**src/rtl/uart_pkg.sv**
```systemverilog
// rtl/uart_pkg.sv - shared UART register offsets, status bit positions and receiver states
package uart_pkg;

  localparam logic [7:0] TX_DATA_OFF = 8'h04;
  localparam logic [7:0] TX_STAT_OFF = 8'h08;
  localparam logic [7:0] RX_DATA_OFF = 8'h0C;
  localparam logic [7:0] RX_STAT_OFF = 8'h10;

  localparam int ST_NONEMPTY = 0;
  localparam int ST_OVERRUN  = 1;
  localparam int ST_FRAMEERR = 2;
  localparam int ST_FULL     = 3;

  typedef enum logic [2:0] {
    RX_IDLE,
    RX_START,
    RX_DATA,
    RX_STOP,
    RX_WAIT_HIGH
  } rx_state_e;

endpackage

```
**src/rtl/uart_rx_fifo.sv**
```systemverilog
// rtl/uart_rx_fifo.sv - synchronous byte FIFO; a push on full is accepted when a pop frees the slot
module uart_rx_fifo #(
  parameter int DEPTH = 4,
  parameter int W     = 8
) (
  input  logic         clk,
  input  logic         rst_n,
  input  logic         push,
  input  logic [W-1:0] wdata,
  input  logic         pop,
  output logic [W-1:0] rdata,
  output logic         full,
  output logic         empty
);

  localparam int AW = $clog2(DEPTH);
  localparam int CW = AW + 1;

  logic [W-1:0]  mem [DEPTH];
  logic [AW-1:0] wr_ptr;
  logic [AW-1:0] rd_ptr;
  logic [CW-1:0] count;
  logic          do_push;
  logic          do_pop;

  assign empty   = (count == '0);
  assign full    = (count == CW'(DEPTH));
  assign do_pop  = pop && !empty;
  assign do_push = push && (!full || do_pop);
  assign rdata   = mem[rd_ptr];

  always_ff @(posedge clk) begin
    if (do_push) begin
      mem[wr_ptr] <= wdata;
    end
  end

  always_ff @(posedge clk) begin
    if (!rst_n) begin
      wr_ptr <= '0;
      rd_ptr <= '0;
      count  <= '0;
    end else begin
      if (do_push) begin
        wr_ptr <= wr_ptr + AW'(1);
      end
      if (do_pop) begin
        rd_ptr <= rd_ptr + AW'(1);
      end
      case ({do_push, do_pop})
        2'b10:   count <= count + CW'(1);
        2'b01:   count <= count - CW'(1);
        default: count <= count;
      endcase
    end
  end

endmodule

```
**src/rtl/uart_rx_mmio.sv**
```systemverilog
// rtl/uart_rx_mmio.sv - 8N1 UART receiver with mid-bit sampling, receive FIFO and MMIO registers
`ifndef ADDR_W
`define ADDR_W 32
`endif

module uart_rx_mmio
  import uart_pkg::*;
#(
  parameter int         CLKS_PER_BIT = 868,
  parameter int         FIFO_DEPTH   = 4,
  parameter int         ADDR_W       = `ADDR_W,
  parameter logic [7:0] RX_DATA_OFF  = uart_pkg::RX_DATA_OFF,
  parameter logic [7:0] RX_STAT_OFF  = uart_pkg::RX_STAT_OFF
) (
  input  logic              clk,
  input  logic              rst_n,
  input  logic              uart_rx,
  input  logic              mmio_req,
  input  logic              mmio_we,
  input  logic [ADDR_W-1:0] mmio_addr,
  input  logic [31:0]       mmio_wdata,
  output logic [31:0]       mmio_rdata,
  output logic              mmio_ready,
  output logic              rx_irq
);

  localparam int                CNT_W    = $clog2(CLKS_PER_BIT);
  localparam logic [CNT_W-1:0]  HALF_BIT = CNT_W'(CLKS_PER_BIT / 2 - 1);
  localparam logic [CNT_W-1:0]  FULL_BIT = CNT_W'(CLKS_PER_BIT - 1);

  logic             rx_meta;
  logic             rx_s;
  rx_state_e        state;
  logic [CNT_W-1:0] cnt;
  logic [2:0]       idx;
  logic [7:0]       shreg;
  logic             tick;
  logic             push;
  logic             ferr_set;
  logic             pop;
  logic             pop_pend;
  logic [7:0]       fifo_rdata;
  logic             full;
  logic             empty;
  logic             overrun;
  logic             frame_err;
  logic             take;
  logic             is_data;
  logic             is_stat;
  logic             clr_ovr;
  logic             clr_ferr;
  logic             unused;

  always_ff @(posedge clk) begin
    if (!rst_n) begin
      rx_meta <= 1'b1;
      rx_s    <= 1'b1;
    end else begin
      rx_meta <= uart_rx;
      rx_s    <= rx_meta;
    end
  end

  assign tick     = (cnt == '0);
  assign push     = (state == RX_STOP) && tick && rx_s;
  assign ferr_set = (state == RX_STOP) && tick && !rx_s;

  always_ff @(posedge clk) begin
    if (!rst_n) begin
      state <= RX_IDLE;
      cnt   <= '0;
      idx   <= '0;
      shreg <= '0;
    end else begin
      case (state)
        RX_IDLE: begin
          if (!rx_s) begin
            cnt   <= HALF_BIT;
            state <= RX_START;
          end
        end
        RX_START: begin
          if (!tick) begin
            cnt <= cnt - CNT_W'(1);
          end else if (!rx_s) begin
            cnt   <= FULL_BIT;
            idx   <= '0;
            state <= RX_DATA;
          end else begin
            state <= RX_IDLE;
          end
        end
        RX_DATA: begin
          if (!tick) begin
            cnt <= cnt - CNT_W'(1);
          end else begin
            shreg[idx] <= rx_s;
            cnt        <= FULL_BIT;
            idx        <= idx + 3'd1;
            if (idx == 3'd7) begin
              state <= RX_STOP;
            end
          end
        end
        RX_STOP: begin
          if (!tick) begin
            cnt <= cnt - CNT_W'(1);
          end else if (rx_s) begin
            state <= RX_IDLE;
          end else begin
            state <= RX_WAIT_HIGH;
          end
        end
        RX_WAIT_HIGH: begin
          // a held-low break is reported once, not once per frame time
          if (rx_s) begin
            state <= RX_IDLE;
          end
        end
        default: state <= RX_IDLE;
      endcase
    end
  end

  uart_rx_fifo #(
    .DEPTH (FIFO_DEPTH),
    .W     (8)
  ) u_fifo (
    .clk   (clk),
    .rst_n (rst_n),
    .push  (push),
    .wdata (shreg),
    .pop   (pop),
    .rdata (fifo_rdata),
    .full  (full),
    .empty (empty)
  );

  assign take     = mmio_req && !mmio_ready;
  assign is_data  = (mmio_addr[4:0] == RX_DATA_OFF[4:0]);
  assign is_stat  = (mmio_addr[4:0] == RX_STAT_OFF[4:0]);
  assign clr_ovr  = take && mmio_we && is_stat && mmio_wdata[1];
  assign clr_ferr = take && mmio_we && is_stat && mmio_wdata[2];
  // the head byte was captured at request time and leaves the FIFO in the ready cycle
  assign pop      = pop_pend;

  always_ff @(posedge clk) begin
    if (!rst_n) begin
      mmio_ready <= 1'b0;
      mmio_rdata <= '0;
      pop_pend   <= 1'b0;
    end else begin
      mmio_ready <= take;
      pop_pend   <= take && !mmio_we && is_data && !empty;
      mmio_rdata <= '0;
      if (take && !mmio_we) begin
        if (is_data && !empty) begin
          mmio_rdata <= {23'b0, 1'b1, fifo_rdata};
        end else if (is_stat) begin
          mmio_rdata[ST_NONEMPTY] <= !empty;
          mmio_rdata[ST_OVERRUN]  <= overrun;
          mmio_rdata[ST_FRAMEERR] <= frame_err;
          mmio_rdata[ST_FULL]     <= full;
        end
      end
    end
  end

  always_ff @(posedge clk) begin
    if (!rst_n) begin
      overrun   <= 1'b0;
      frame_err <= 1'b0;
    end else begin
      overrun   <= (push && full && !pop) || (overrun && !clr_ovr);
      frame_err <= ferr_set || (frame_err && !clr_ferr);
    end
  end

  assign rx_irq = !empty;
  assign unused = ^{mmio_addr[ADDR_W-1:5], mmio_wdata[31:3], mmio_wdata[0]};

endmodule

```
**config.mk**
```make
export PLATFORM = sky130hd
export DESIGN_NAME = uart_rx_mmio
export DESIGN_NICKNAME = d
export VERILOG_FILES = /design/src/rtl/uart_pkg.sv /design/src/rtl/uart_rx_fifo.sv /design/src/rtl/uart_rx_mmio.sv
export SDC_FILE = /design/constraint.sdc
export NUM_CORES = 1
export LEC_CHECK = 0
export CORE_UTILIZATION = 43
export DETAILED_ROUTE_END_ITERATION = 7
export HOLD_SLACK_MARGIN = 0.1
export PLACE_DENSITY = 0.76
export SLEW_MARGIN = 0
export SYNTH_ARGS = -nofsm -noshare
export SYNTH_HDL_FRONTEND = slang
export SYNTH_SLANG_ARGS = --single-unit
export TNS_END_PERCENT = 10
```
**constraint.sdc**
```tcl
create_clock -name clk -period 2.9 [get_ports clk]
set_input_delay 0.435 -clock clk [delete_from_list [all_inputs] [get_ports clk]]
set_output_delay 0.435 -clock clk [all_outputs]
set_load 0.005 [all_outputs]
```
==> reports/qor_table.md <==
| Parameter | This run |
|:---|:---|
| Worst min-delay path endpoint | rx_s$_SDFF_PN1_ |
| Weighted congestion at the end of routability-driven global placement | 0.903 |
| Avg WL per Cell | 14.5 µm |
| Count leader, synth | sky130_fd_sc_hd__dfxtp_1 |
| Setup clock skew after layout | 0.0112 ns |
| Pin count of the biggest net entering global routing | 24 |
| Beginning of the worst register-to-register path | cnt[0]$_SDFFE_PN0P_ |
| Number of routed nets with antenna violations | 0 |
| Total length of routed wires | 6850 µm |
| I/O pin count | 103 |
| Max transition margin | 62.2% |
| Number of antenna violations at the first check in global routing | 0 |
| Post-synthesis sequential element count | 80 |
| Outcome | finished clean |
| Number of hold-slack violations in the final timing report | 0 |
| Global Route Usage Sum | 16.7% |
| Mapped cell area | 3620 µm² |
| Total die area | 8800 µm² |
| Net Sw Frac | 22.5% |
| Commonest cells post-synth | sky130_fd_sc_hd__dfxtp_1, sky130_fd_sc_hd__nor2_1, sky130_fd_sc_hd__edfxtp_1 |
| Cts bufs inserted | 9 |
| Library cells used by synthesis | 59 |
| Gates resized, CTS repair | 0 |
| Starting Density | 44.3% |
| Int Power | 1.79 mW |
| Final-report setup violation count | 0 |
| Vias | 2521 |
| Switching power summed over all nets | 0.518 mW |
| Maximum buffer depth of the clock tree | 2 |
| Clock transition time at the flip-flop clock pins of the worst setup and hold paths | 0.08 ns |
| 1st-pass router iterations | 5 |
| Hold path cells | 1 |
| Ratio of final minimum period to clock period | 93.5% |
| Root buffer selected by CTS | sky130_fd_sc_hd__clkbuf_8 |
| Vias/cell | 5.34 |
| Time the final worst path needs with I/O delays and setup | 2.71 ns |
| RSZ-0062 raised after global routing | false |
| Final setup TNS | 0 ns |
| Combinational group share of total power | 8.1% |
| Number of clock sinks seen by CTS | 80 |
| PwrDens | 553 nW/µm² |
| Number of flops mapped to enable cells by yosys | 32 |
| Total congestion overflow | 0 |
| Syn Area/Cell | 11.0 µm² |
| Diodes inserted | 0 |
| Clock latency reported for the late side of the worst-skew pair | 0.35 ns |
| Final routed DRC violation total | 0 |
| Hold Crit Start | rx_meta$_SDFF_PN1_ |
| Most used DFF post-synth | sky130_fd_sc_hd__dfxtp_1 |
| Power share of the clock group | 40.6% |
| Endpoint of the most critical register-to-register path | u_fifo.count[2]$_SDFFE_PN0P_ |
| Worst Tran Pin Value | 0.566 ns |
| Number of pins with negative max-slew slack in the final report | 0 |
| Worst Hold Margin | 0.425 ns |
| Via count of the first global-routing pass | 2356 |
| Fraction of layout cells with a size suffix above 1 | 12.5% |
| R2R cell count | 11 |
| Wire length of the first global-routing pass | 11200 µm |
| WP data required | 3.19 ns |
| Min-Delay Path Class | register to register |
| Timing-limited maximum frequency | 0.369 GHz |
| Leakage dissipation | 1.51 nW |
| Fill cell instance count of the final layout | 717 |
| Utilization after layout | 50.9% |
| Initial drt markers | 129 |
| Area of the placeable core | 8180 µm² |
| Die Span Y | 93.8 µm |
| Worst-case vdd ir drop | 0.296 mV |
| FFs w/ async S/R, synth | 0% |
| Register area share after synthesis | 53.0% |
| Top cells by area in the synthesized netlist | sky130_fd_sc_hd__dfxtp_1, sky130_fd_sc_hd__edfxtp_1, sky130_fd_sc_hd__mux4_2, sky130_fd_sc_hd__buf_4, sky130_fd_sc_hd__nor2_1 |
| Register share of total power | 51.3% |
| Maximum capacitance violations | 0 |
| Kind of critical path | register to register |
| Row count | 33 |
| CTS Hold Buffers Added | 0 |
| Reg2reg setup slack | 0.19 ns |
| Horiz. Die Dim | 93.8 µm |
| Worst Setup End Kind | register |
| Nets@finish | 441 |
| Number of buffers inserted by post-CTS setup repair | 0 |
| H-tree level count | 3 |
| Yosys warning total | 0 |
| Top cell type's share of synthesized area | 26.5% |
| Clock tree from TritonCTS | built |
| Nature of the critical path startpoint | register |
| HPWL after detailed placement | 4700 µm |
| Synth-to-Final Area Change | 14.8% |
| Post-synthesis cell type with the largest combined area | sky130_fd_sc_hd__dfxtp_1 |
| CP max FO | 4 |
| IO Port Bufs | 22 |
| Number of standard cells after synthesis | 330 |
| Crit path arrival time | 3.00 ns |
==> cell usage in the layout, fill, tap and decap left out, types with 3 or more instances in the layout <==
| master | synthesis | routed |
|---|---|---|
| sky130_fd_sc_hd__or3_1 | 5 | 5 |
| sky130_fd_sc_hd__xnor2_1 | 3 | 3 |
| sky130_fd_sc_hd__o32ai_1 | 3 | 3 |
| sky130_fd_sc_hd__nand2b_1 | 5 | 5 |
| sky130_fd_sc_hd__buf_4 | 23 | 12 |
| sky130_fd_sc_hd__a21oi_1 | 23 | 23 |
| sky130_fd_sc_hd__mux4_2 | 8 | 8 |
| sky130_fd_sc_hd__clkdlybuf4s50_1 | 0 | 22 |
| sky130_fd_sc_hd__nor2_1 | 33 | 33 |
| sky130_fd_sc_hd__and2_1 | 10 | 10 |
| sky130_fd_sc_hd__clkbuf_8 | 0 | 9 |
| sky130_fd_sc_hd__nand2_1 | 24 | 24 |
| sky130_fd_sc_hd__ha_1 | 9 | 9 |
| sky130_fd_sc_hd__inv_1 | 9 | 9 |
| sky130_fd_sc_hd__o21a_1 | 3 | 3 |
| sky130_fd_sc_hd__or4_1 | 3 | 3 |
| sky130_fd_sc_hd__o21ai_0 | 10 | 10 |
| sky130_fd_sc_hd__dfxtp_1 | 48 | 48 |
| sky130_fd_sc_hd__conb_1 | 1 | 23 |
| sky130_fd_sc_hd__nor3_1 | 6 | 6 |
| sky130_fd_sc_hd__or2_2 | 3 | 3 |
| sky130_fd_sc_hd__edfxtp_1 | 32 | 32 |
| sky130_fd_sc_hd__nor4_1 | 3 | 3 |
| sky130_fd_sc_hd__mux2i_1 | 5 | 5 |
| sky130_fd_sc_hd__o31ai_1 | 3 | 3 |
==> worst max-delay path by stage <==
| stage | from | end | slack (ns) | depth (start not counted) |
|---|---|---|---|---|
| finish | cnt[0]$_SDFFE_PN0P_ | u_fifo.count[2]$_SDFFE_PN0P_ | 0.19 | 11 |
| global route | cnt[0]$_SDFFE_PN0P_ | u_fifo.count[2]$_SDFFE_PN0P_ | 0.04 | 11 |
| CTS | cnt[0]$_SDFFE_PN0P_ | u_fifo.count[2]$_SDFFE_PN0P_ | 0.19 | 11 |
| detailed placement | cnt[0]$_SDFFE_PN0P_ | u_fifo.count[2]$_SDFFE_PN0P_ | 0.23 | 11 |
| global placement | cnt[0]$_SDFFE_PN0P_ | u_fifo.count[2]$_SDFFE_PN0P_ | 0.30 | 11 |
| floorplan | cnt[0]$_SDFFE_PN0P_ | u_fifo.count[2]$_SDFFE_PN0P_ | 0.19 | 11 |
==> state kept, by name (all words and copies together) (netlist names), 2 cells and up, named ones only <==
name / cells
cnt: 10
idx: 3
u_fifo.rd_ptr: 2
u_fifo.wr_ptr: 2
mmio_rdata: 9
u_fifo.mem: 32
shreg: 8
state: 3
u_fifo.count: 3
==> final cells by class <==
| class | count | area (µm²) | share of cell area (%) |
|---|---|---|---|
| sequential | 80 | 1920 | 46.2 |
| inverter | 9 | 33.8 | 0.812 |
| tap | 105 | 131 | 3.16 |
| clock buffer | 12 | 156 | 3.76 |
| timing repair buffer | 34 | 310 | 7.45 |
| multi-input combinational | 228 | 1530 | 36.8 |
| clock inverter | 4 | 76.3 | 1.83 |
==> cell families after synthesis <==
logic type | after synthesis | synth area share (%)
muxes | 13 | 6.35
other | 1 | 0.103
DFF | 80 | 53.0
and+or+nand+nor | 113 | 17.3
adders and majority gates | 10 | 3.66
xor gates and xnor gates | 5 | 1.21
AOI/OAI and AO/OA | 64 | 11.4
buffers and inverters | 44 | 6.97
==> power groups by stage <==
| stage | Combinational [mW] | Sequential, mW | Clock (mW) |
|---|---|---|---|
| finish | 0.187 | 1.18 | 0.936 |
| global route | 0.205 | 1.18 | 1.00 |
| CTS | 0.183 | 1.18 | 0.954 |
| detailed placement | 0.183 | 1.21 | 0 |
| global placement | 0.180 | 1.21 | 0 |
| floorplan | 0.144 | 1.20 | 0 |
==> worst max-delay path: stages, from the launching register on <==
cell                      delay (ns)
sky130_fd_sc_hd__dfxtp_1        0.33
sky130_fd_sc_hd__inv_1          0.12
sky130_fd_sc_hd__ha_1           0.17
sky130_fd_sc_hd__nor3b_2        0.27
sky130_fd_sc_hd__nand3_2        0.17
sky130_fd_sc_hd__nor4b_4        0.31
sky130_fd_sc_hd__inv_1          0.08
sky130_fd_sc_hd__ha_1           0.22
sky130_fd_sc_hd__fa_1           0.39
sky130_fd_sc_hd__xnor2_1        0.14
sky130_fd_sc_hd__or3_1          0.31
sky130_fd_sc_hd__a21oi_1        0.14
==> through the flow <==
step	setup slack [ns]	std cells	total power, mW	area, µm²
global placement	0.304	456	1.39	3930
finish	0.190	472	2.30	4160
detailed placement	0.232	456	1.39	3930
floorplan	0.190	352	1.35	3710
global route	0.0381	472	2.39	4160
CTS	0.193	472	2.32	4160
==> per-layer routing <==
metal | vias to the layer above | global-route usage [%] | routed length (µm)
li1 | 1212 | - | -
met1 | 1195 | 20.7 | 2950
met2 | 99 | 27.9 | 3380
met3 | 15 | 2.99 | 358
met4 | 0 | 8.21 | 162
met5 | - | 0 | 0
Power figures use the tool's default switching activity.
==> variant: new RTL, config.mk and constraints unchanged <==
The parameter `CLKS_PER_BIT` goes from 868 to 3472.
--- a/src/rtl/uart_rx_mmio.sv
+++ b/src/rtl/uart_rx_mmio.sv
@@ -7,5 +7,5 @@
   import uart_pkg::*;
 #(
-  parameter int         CLKS_PER_BIT = 868,
+  parameter int         CLKS_PER_BIT = 3472,
   parameter int         FIFO_DEPTH   = 4,
   parameter int         ADDR_W       = `ADDR_W,
Formal check against the unedited RTL: same outputs for any inputs over 10 cycles, from zero or initial values and one cycle with rst_n low; that may be too few to reach the edited logic, so the function may still have changed.
==> variant against the original RTL <==
- fmax grew 3.4%
- first-iteration DRC count down 3.1%
- power fell by 2.5%
- worst setup slack gained 0.089 ns
- sequential cell count increased by 2
- non-clock buffer count shrank 7
- global-route usage increased by 0.24 points
- clock skew shrank 0.0016 ns
- synthesized cell count grew 5.5%
- highest routed layer unchanged
- die area is 5.0% higher
- area after synthesis rose by 5.1%
- wire length increased by 3.3%
- final area increased by 1.8%
==> variant: results (changes against the original RTL) <==
stage;metric;value;unit;change
outcome;outcome;completed;;unchanged
placement;dpl_cell_area;0.00405;mm2;was 0.00393 mm2
critical_path;cpPeakStageDelay;0.59;ns;was 0.39 ns
grt;grt_max_degree;43;;was 24
placement;hpwl;5.10;mm;was 4.70 mm
final_layout;multi_input_area_share;0.394;;was 0.368
drt;first_pass_iters;4;;was 5
power_and_ir_drop;p_clk;0.779;mW;was 0.936 mW
synthesis;synth_common_cells;dfxtp_1, edfxtp_1, buf_4, nand2_1, nor2_1;;was dfxtp_1, nor2_1, edfxtp_1, nand2_1
final_layout;nClkBuffers;11;;was 12
final_layout;n_all_buffers;27;;was 34
timing;clock_skew;0.00964;ns;was 0.0112 ns
synthesis;synth_cell_types;54;;was 59
final_layout;seq_cell_count;82;;was 80
power_and_ir_drop;powerDensity;530;mW/mm2;was 553 mW/mm2
timing;slew_headroom;0.531;;was 0.622
final_layout;clkCellAreaFrac;0.0440;;was 0.0559
final_layout;fin_util;0.506;;was 0.509
placement;place_inst;465;;was 456
grt;track_usage;0.169;;was 0.167
final_layout;reg.largest.list;u_fifo.mem x32, cnt x12, mmio_rdata x9;;was u_fifo.mem x32, cnt x10, mmio_rdata x9
critical_path;cpMaxStageDelayCell;or4b_1;;was fa_1
final_layout;buf_share;0.0608;;was 0.0745
synthesis;synth-compound-area-share;0.0775;;was 0.114
synthesis;synthAdderAreaFrac;0.0315;;was 0.0366
critical_path;critPathMaxFanout;5;;was 4
cts;h-tree-depth;3;;unchanged
power_and_ir_drop;power_leakage;1.56;nW;was 1.51 nW
grt;grt_pass1_wl;11.6;mm;was 11.2 mm
critical_path;setup.worst_path.start;cnt[0];;unchanged
power_and_ir_drop;p_int;1.66;mW;was 1.79 mW
final_layout;num-nets-final;449;;was 441
synthesis;synthMuxAreaShare;0.0815;;was 0.0635
synthesis;yosysSeqAreaShare;0.515;;was 0.530
drt;first_iter_violations;125;;was 129
placement;post-place-ws;0.279;ns;was 0.232 ns
final_layout;nFillCells;730;;was 717
final_layout;drive_above_1_share;0.104;;was 0.125
synthesis;post_synth_xor_area_fraction;0.0138;;was 0.0121
critical_path;rr_worst_depth;9;;was 11
placement;place_congestion;0.856;;was 0.903
drt;vias_per_cell;5.27;;was 5.34
power_and_ir_drop;powerSeq;1.23;mW;was 1.18 mW
drt;post_drt_wl_per_cell;14.7;um;was 14.5 um
synthesis;synth_area_leaders;dfxtp_1, edfxtp_1, mux4_2;;unchanged
critical_path;arrival;2.87;ns;was 3.00 ns
timing;period_minus_slack;2.62;ns;was 2.71 ns
final_layout;seqCellArea;0.00196;mm2;was 0.00192 mm2
power_and_ir_drop;ir_drop;0.000220;V;was 0.000296 V
drt;drt_wl_total;7.08;mm;was 6.85 mm
final_layout;multi_input_cells;243;;was 228
grt;grt_pass1_vias;2460;;was 2356
final_layout;inv_count;8;;was 9
synthesis;syn_area_per_cell;10.9;um2;was 11.0 um2
-- variant: cell types whose count changed after synthesis, sizes merged, moves of 4 or more --
cell / unedited run / this run
a21oi: 23 / 15
nor2b: 1 / 17
nor2: 34 / 21
a22oi: 1 / 5
mux2i: 5 / 13
and2: 10 / 15
nand4: 2 / 6
-- variant: worst min path at each step --
stage / depth (start not counted) / end / start / slack, ns
after floorplan: 1 / rx_s / rx_meta / 0.39
after global placement: 1 / rx_s / rx_meta / 0.40
after detailed placement: 1 / rx_s / rx_meta / 0.40
after CTS: 1 / rx_s / rx_meta / 0.42
after global routing: 1 / rx_s / rx_meta / 0.46
final: 1 / rx_s / rx_meta / 0.42
-- variant: metal layers --
layer,routed length [um],vias up,global-route usage,part of all wire
met4,108,0,0.0796,0.015
li1,-,1257,-,-
met1,3110,1188,0.206,0.44
met3,356,14,0.0529,0.050
met5,0,-,0,0
met2,3500,78,0.272,0.49
